===== src/rtl/keypad_pkg.sv =====
// Shared types and constants for the 4x4 keypad scanner.
package keypad_pkg;

  typedef enum logic {
    SCAN = 1'b0,
    LOCK = 1'b1
  } scan_state_t;

  localparam int NUM_ROWS         = 4;
  localparam int NUM_COLS         = 4;
  localparam int DEFAULT_SCAN_DIV = 3000;

  // Isolates the lowest-index set bit; descending loop lets the lowest win.
  function automatic logic [NUM_COLS-1:0] lowest_set(input logic [NUM_COLS-1:0] v);
    logic [NUM_COLS-1:0] r;
    r = '0;
    for (int i = NUM_COLS - 1; i >= 0; i--) begin
      if (v[i]) begin
        r    = '0;
        r[i] = 1'b1;
      end
    end
    return r;
  endfunction

endpackage


===== src/rtl/keypad_scanner_sync_2ff.sv =====
// Two-flop synchronizer for asynchronous level inputs, with a configurable reset value.
module sync_2ff #(
  parameter int               WIDTH   = 1,
  parameter logic [WIDTH-1:0] RST_VAL = '0
) (
  input  logic             clk,
  input  logic             rst_n,
  input  logic [WIDTH-1:0] d_i,
  output logic [WIDTH-1:0] q_o
);

  logic [WIDTH-1:0] meta_q;
  logic [WIDTH-1:0] sync_q;

  always_ff @(posedge clk or negedge rst_n) begin
    if (!rst_n) begin
      meta_q <= RST_VAL;
      sync_q <= RST_VAL;
    end else begin
      meta_q <= d_i;
      sync_q <= meta_q;
    end
  end

  assign q_o = sync_q;

endmodule


===== src/rtl/keypad_scanner.sv =====
// 4x4 matrix keypad scanner: walks the rows, locks onto the first pressed key
// found, and holds that report until the locked column is released.
module keypad_scanner
  import keypad_pkg::*;
#(
  parameter int SCAN_DIV = DEFAULT_SCAN_DIV
) (
  input  logic                clk,
  input  logic                rst_n,
  input  logic [NUM_COLS-1:0] col_in,
  output logic [NUM_ROWS-1:0] row_drive,
  output logic                key_pressed,
  output logic [NUM_ROWS-1:0] row_idx,
  output logic [NUM_COLS-1:0] col_idx
);

  localparam int          ROW_W    = $clog2(NUM_ROWS);
  localparam logic [15:0] CNT_LAST = 16'(SCAN_DIV - 1);

  logic [NUM_COLS-1:0] col_sync;
  logic [NUM_COLS-1:0] col_act;
  logic [NUM_ROWS-1:0] row_onehot;

  scan_state_t         state_q,    state_d;
  logic [ROW_W-1:0]    row_q,      row_d;
  logic [15:0]         cnt_q,      cnt_d;
  logic [NUM_COLS-1:0] lock_col_q, lock_col_d;
  logic                key_q,      key_d;
  logic [NUM_ROWS-1:0] row_idx_q,  row_idx_d;
  logic [NUM_COLS-1:0] col_idx_q,  col_idx_d;

  sync_2ff #(
    .WIDTH   (NUM_COLS),
    .RST_VAL ({NUM_COLS{1'b1}})
  ) u_col_sync (
    .clk   (clk),
    .rst_n (rst_n),
    .d_i   (col_in),
    .q_o   (col_sync)
  );

  assign col_act    = ~col_sync;
  assign row_onehot = NUM_ROWS'(1) << row_q;

  always_ff @(posedge clk or negedge rst_n) begin
    if (!rst_n) begin
      state_q    <= SCAN;
      row_q      <= '0;
      cnt_q      <= '0;
      lock_col_q <= '0;
      key_q      <= 1'b0;
      row_idx_q  <= '0;
      col_idx_q  <= '0;
    end else begin
      state_q    <= state_d;
      row_q      <= row_d;
      cnt_q      <= cnt_d;
      lock_col_q <= lock_col_d;
      key_q      <= key_d;
      row_idx_q  <= row_idx_d;
      col_idx_q  <= col_idx_d;
    end
  end

  always_comb begin
    state_d    = state_q;
    row_d      = row_q;
    cnt_d      = cnt_q;
    lock_col_d = lock_col_q;
    key_d      = 1'b0;
    row_idx_d  = '0;
    col_idx_d  = '0;
    case (state_q)
      SCAN: begin
        if (cnt_q == CNT_LAST) begin
          cnt_d = '0;
          if (|col_act) begin
            // The sample that enters LOCK also raises the report on the same edge.
            state_d    = LOCK;
            lock_col_d = lowest_set(col_act);
            key_d      = 1'b1;
            row_idx_d  = row_onehot;
            col_idx_d  = lowest_set(col_act);
          end else begin
            row_d = row_q + 1'b1;
          end
        end else begin
          cnt_d = cnt_q + 16'd1;
        end
      end
      LOCK: begin
        cnt_d = '0;
        if (|(col_act & lock_col_q)) begin
          key_d     = 1'b1;
          row_idx_d = row_onehot;
          col_idx_d = lock_col_q;
        end else begin
          state_d    = SCAN;
          row_d      = row_q + 1'b1;
          lock_col_d = '0;
        end
      end
      default: state_d = SCAN;
    endcase
  end

  assign row_drive   = ~row_onehot;
  assign key_pressed = key_q;
  assign row_idx     = row_idx_q;
  assign col_idx     = col_idx_q;

endmodule


===== config.mk =====
export PLATFORM = sky130hd
export DESIGN_NAME = keypad_scanner
export DESIGN_NICKNAME = d
export VERILOG_FILES = /design/src/rtl/keypad_pkg.sv /design/src/rtl/keypad_scanner_sync_2ff.sv /design/src/rtl/keypad_scanner.sv
export SDC_FILE = /design/constraint.sdc
export NUM_CORES = 1
export LEC_CHECK = 0
export BUFFER_PORTS_ARGS = -buffer_cell sky130_fd_sc_hd__buf_2
export CORE_UTILIZATION = 55
export DETAILED_ROUTE_END_ITERATION = 8
export PLACE_DENSITY = 0.85
export SYNTH_ARGS = -nofsm -noshare
export SYNTH_HDL_FRONTEND = slang
export SYNTH_SLANG_ARGS = --single-unit

===== constraint.sdc =====
create_clock -name clk -period 3 [get_ports clk]
set_input_delay 0.6 -clock clk [delete_from_list [all_inputs] [get_ports clk]]
set_output_delay 0.6 -clock clk [all_outputs]
set_load 0.005 [all_outputs]

==> impl_metrics.yaml <==
global_routing:
  grt_max_degree: 40
  grt_overflow: 0
  grt_pass1_wl_mm: 5.29
  grt_usage_pct: 21.2
  grt_pass1_vias: 1201
  antenna_found_initial: 0
die:
  io_pins: 19
  coreArea_um2: 3050
  die_width_um: 58.8
  rows: 20
  start_util_pct: 58.0
  die_area_um2: 3450
  dieHeight_um: 58.8
routing:
  drtPass1Iterations: 4
  detail_route.wl_per_cell_um: 14.2
  m1WireLength_mm: 1.38
  met3WireLength_um: 116
  initialDrtViolationCount: 43
  wl_met2_mm: 1.65
  top_layer_used: "met4"
  vias: 1229
  ant_nets: 0
  avgViaCountPerCell: 5.46
  wl_mm: 3.20
  drc_errors: 0
layout:
  drive_gt1_share_pct: 22.7
  design_area_um2: 1940
  nets: 191
  final_util_pct: 63.7
  num_antenna_cells: 0
  syn_to_final_growth_pct: 9.75
clock_network:
  clock_path_buffers: 2
  cts_tree: "yes"
  insertion_delay_ps: 340
  cts_buffers: 5
  path_clk_slew_ps: 110
  cts_setup_buffers: 0
  cts_root_buf: "clkbuf_4"
  cts_resized: 0
  clkSinkCount: 39
  ctsHoldBuffers: 0
  cts_max_level: 2
pwr:
  p_per_area_nw_per_um2: 417
  p_leak_nw: 0.914
  power_mw: 0.810
  ir_drop_mv: 0.263
placement:
  place_congestion: 0.832
  dpl-instance-area_um2: 1890
  placement.io_buffers: 18
  post-place-ws_ps: 577
  place_hpwl_mm: 2.20
sta:
  fin_ws_ps: 535
  setup_viol: 0
  tns_ps: 0
  fmax_mhz: 406
  worst_pin_slew_ps: 828
  period_share_pct: 82.2
  slew-limit-headroom_pct: 44.8
  rsz0062_at_grt: "false"
  hold_viol_final: 0
  maxSlewViolCount: 0
  skew_ps: 9.51
  period_needed_ps: 2460
critical_path:
  cpPeakStageDelay_ps: 690
  r2r.worst_path.cells: 4
  crit_end: "cnt_q[10]"
  cp_data_arrival_time_ps: 2670
  endpoint_kind: "flop"
  r2r_start: "cnt_q[6]"
  cp-start-kind: "flop"
  r2r_slack_ps: 540
  crit_chain: "or4b_1 -> or4_1 -> nand2_1 -> nor2_1"
  worstSetupPathType: "flop to flop"
  crit_slowest_cell: "or4_1"
  cp-startpoint: "cnt_q[6]"
  cp_data_required_time_ps: 3210
  cp_max_fo: 15
  r2r-end: "cnt_q[10]"
yosys:
  synthTopCellsByArea: "dfrtp_1, dfstp_2, xnor2_1, nor2_1, ha_1"
  synth_area_um2: 1770
  yosysMostFrequentCell: "dfrtp_1"
  syn_nets: 169
  yosysWarnings: 0
  synth_top_area_share_pct: 43.8
  synthMuxAreaShare_pct: 0.636
  synthAdderAreaFrac_pct: 3.53
  synth_cells: 158
  synth-xor-area-share_pct: 6.92
  synth_area_per_cell_um2: 11.2
  synth_enable_flop_cells: 0
  ys_types: 42
  synth_top_family_by_area: "simple AND/OR/NAND/NOR gates"
  synth-main-ff-cell: "dfrtp_1"
  synth-seq-area-share_pct: 55.6
  async_flop_share_pct: 100
  synth_compound_area_share_pct: 5.79
  ys_top_cells_by_count: "dfrtp_1, nor2_1, xnor2_1, inv_1"
  yosys.area_share.simple_pct: 23.9
  synth_seq_cells: 39
  synth_top_cell_by_area: "dfrtp_1"
run_status:
  outcome: "complete, no violations"
run:
  maxCapViolCount: 0
hold_path:
  hold_class: "primary input to asynchronous set/reset pin"
[power by group]
group / switching (mW) / internal [mW] / total [mW]
sequential: 0.00379 / 0.535 / 0.539
clock: 0.162 / 0.0914 / 0.254
combinational: 0.0118 / 0.00495 / 0.0168
total: 0.178 / 0.632 / 0.810
[cell usage in the layout (no fill, tap or decap), drive strengths merged, types with 4 or more instances in the layout]
cell type and instances:
ha 5, xnor2 13, nor3 8, nor2 19, buf 18, nor4 5
clkbuf 7, dfstp 8, nand3 7, nand2b 4, nand2 6, dfrtp 31
inv 11
[logic make-up (layout without fill, tap and decap cells)]
kind of cell    after synthesis  after routing
mux                           1              1
xor+xnor                     14             14
buf+inv                      14             37
simple gates                 72             72
flops                        39             39
fa+ha+maj                     5              5
compound gates               13             13
[routing by layer]
layer / GRT usage (%) / vias up
met5: 0 / -
met4: 9.86 / 0
met3: 7.47 / 6
met2: 35.9 / 22
met1: 24.0 / 605
li1: - / 596
[area by class of cell]
cell class	instances	area [um2]
sequential	39	986
fill	258	1110
multi-input combinational	105	722
clock buffer	7	45.0
inverter	11	41.3
tap	44	55.1
clock inverter	1	5.00
timing repair buffer	18	90.1
[sequential cells by signal, indices dropped and copies added (netlist names)]
name / cells
cnt_q: 16
col_idx: 4
lock_col_q: 4
row_idx: 4
u_col_sync.meta_q: 4
u_col_sync.q_o: 4
row_q: 2
key_pressed: 1
[worst min path at each step]
stage	from	end	slack [ps]	cells past startpoint
floorplan	rst_n	cnt_q[0]	300	0
global placement	u_col_sync.meta_q[0]	u_col_sync.q_o[0]	350	0
detailed placement	u_col_sync.meta_q[2]	u_col_sync.q_o[2]	350	0
CTS	col_in[0]	u_col_sync.meta_q[0]	330	1
global route	col_in[2]	u_col_sync.meta_q[2]	310	1
finish	rst_n	row_q[0]	340	1
[per-stage QoR]
stage | hold slack [ps] | std cells
after floorplan | 304 | 158
after global placement | 346 | 217
after detailed placement | 349 | 217
after CTS | 335 | 225
after global routing | 306 | 225
final | 342 | 225
[worst max-delay path, delay by kind of cell, from the launching register on]
kind             cells  cell delay (ps)
DFF                  1              450
and+or+nand+nor      4             1870
Note: power is estimated with default switching activity, not from simulation.
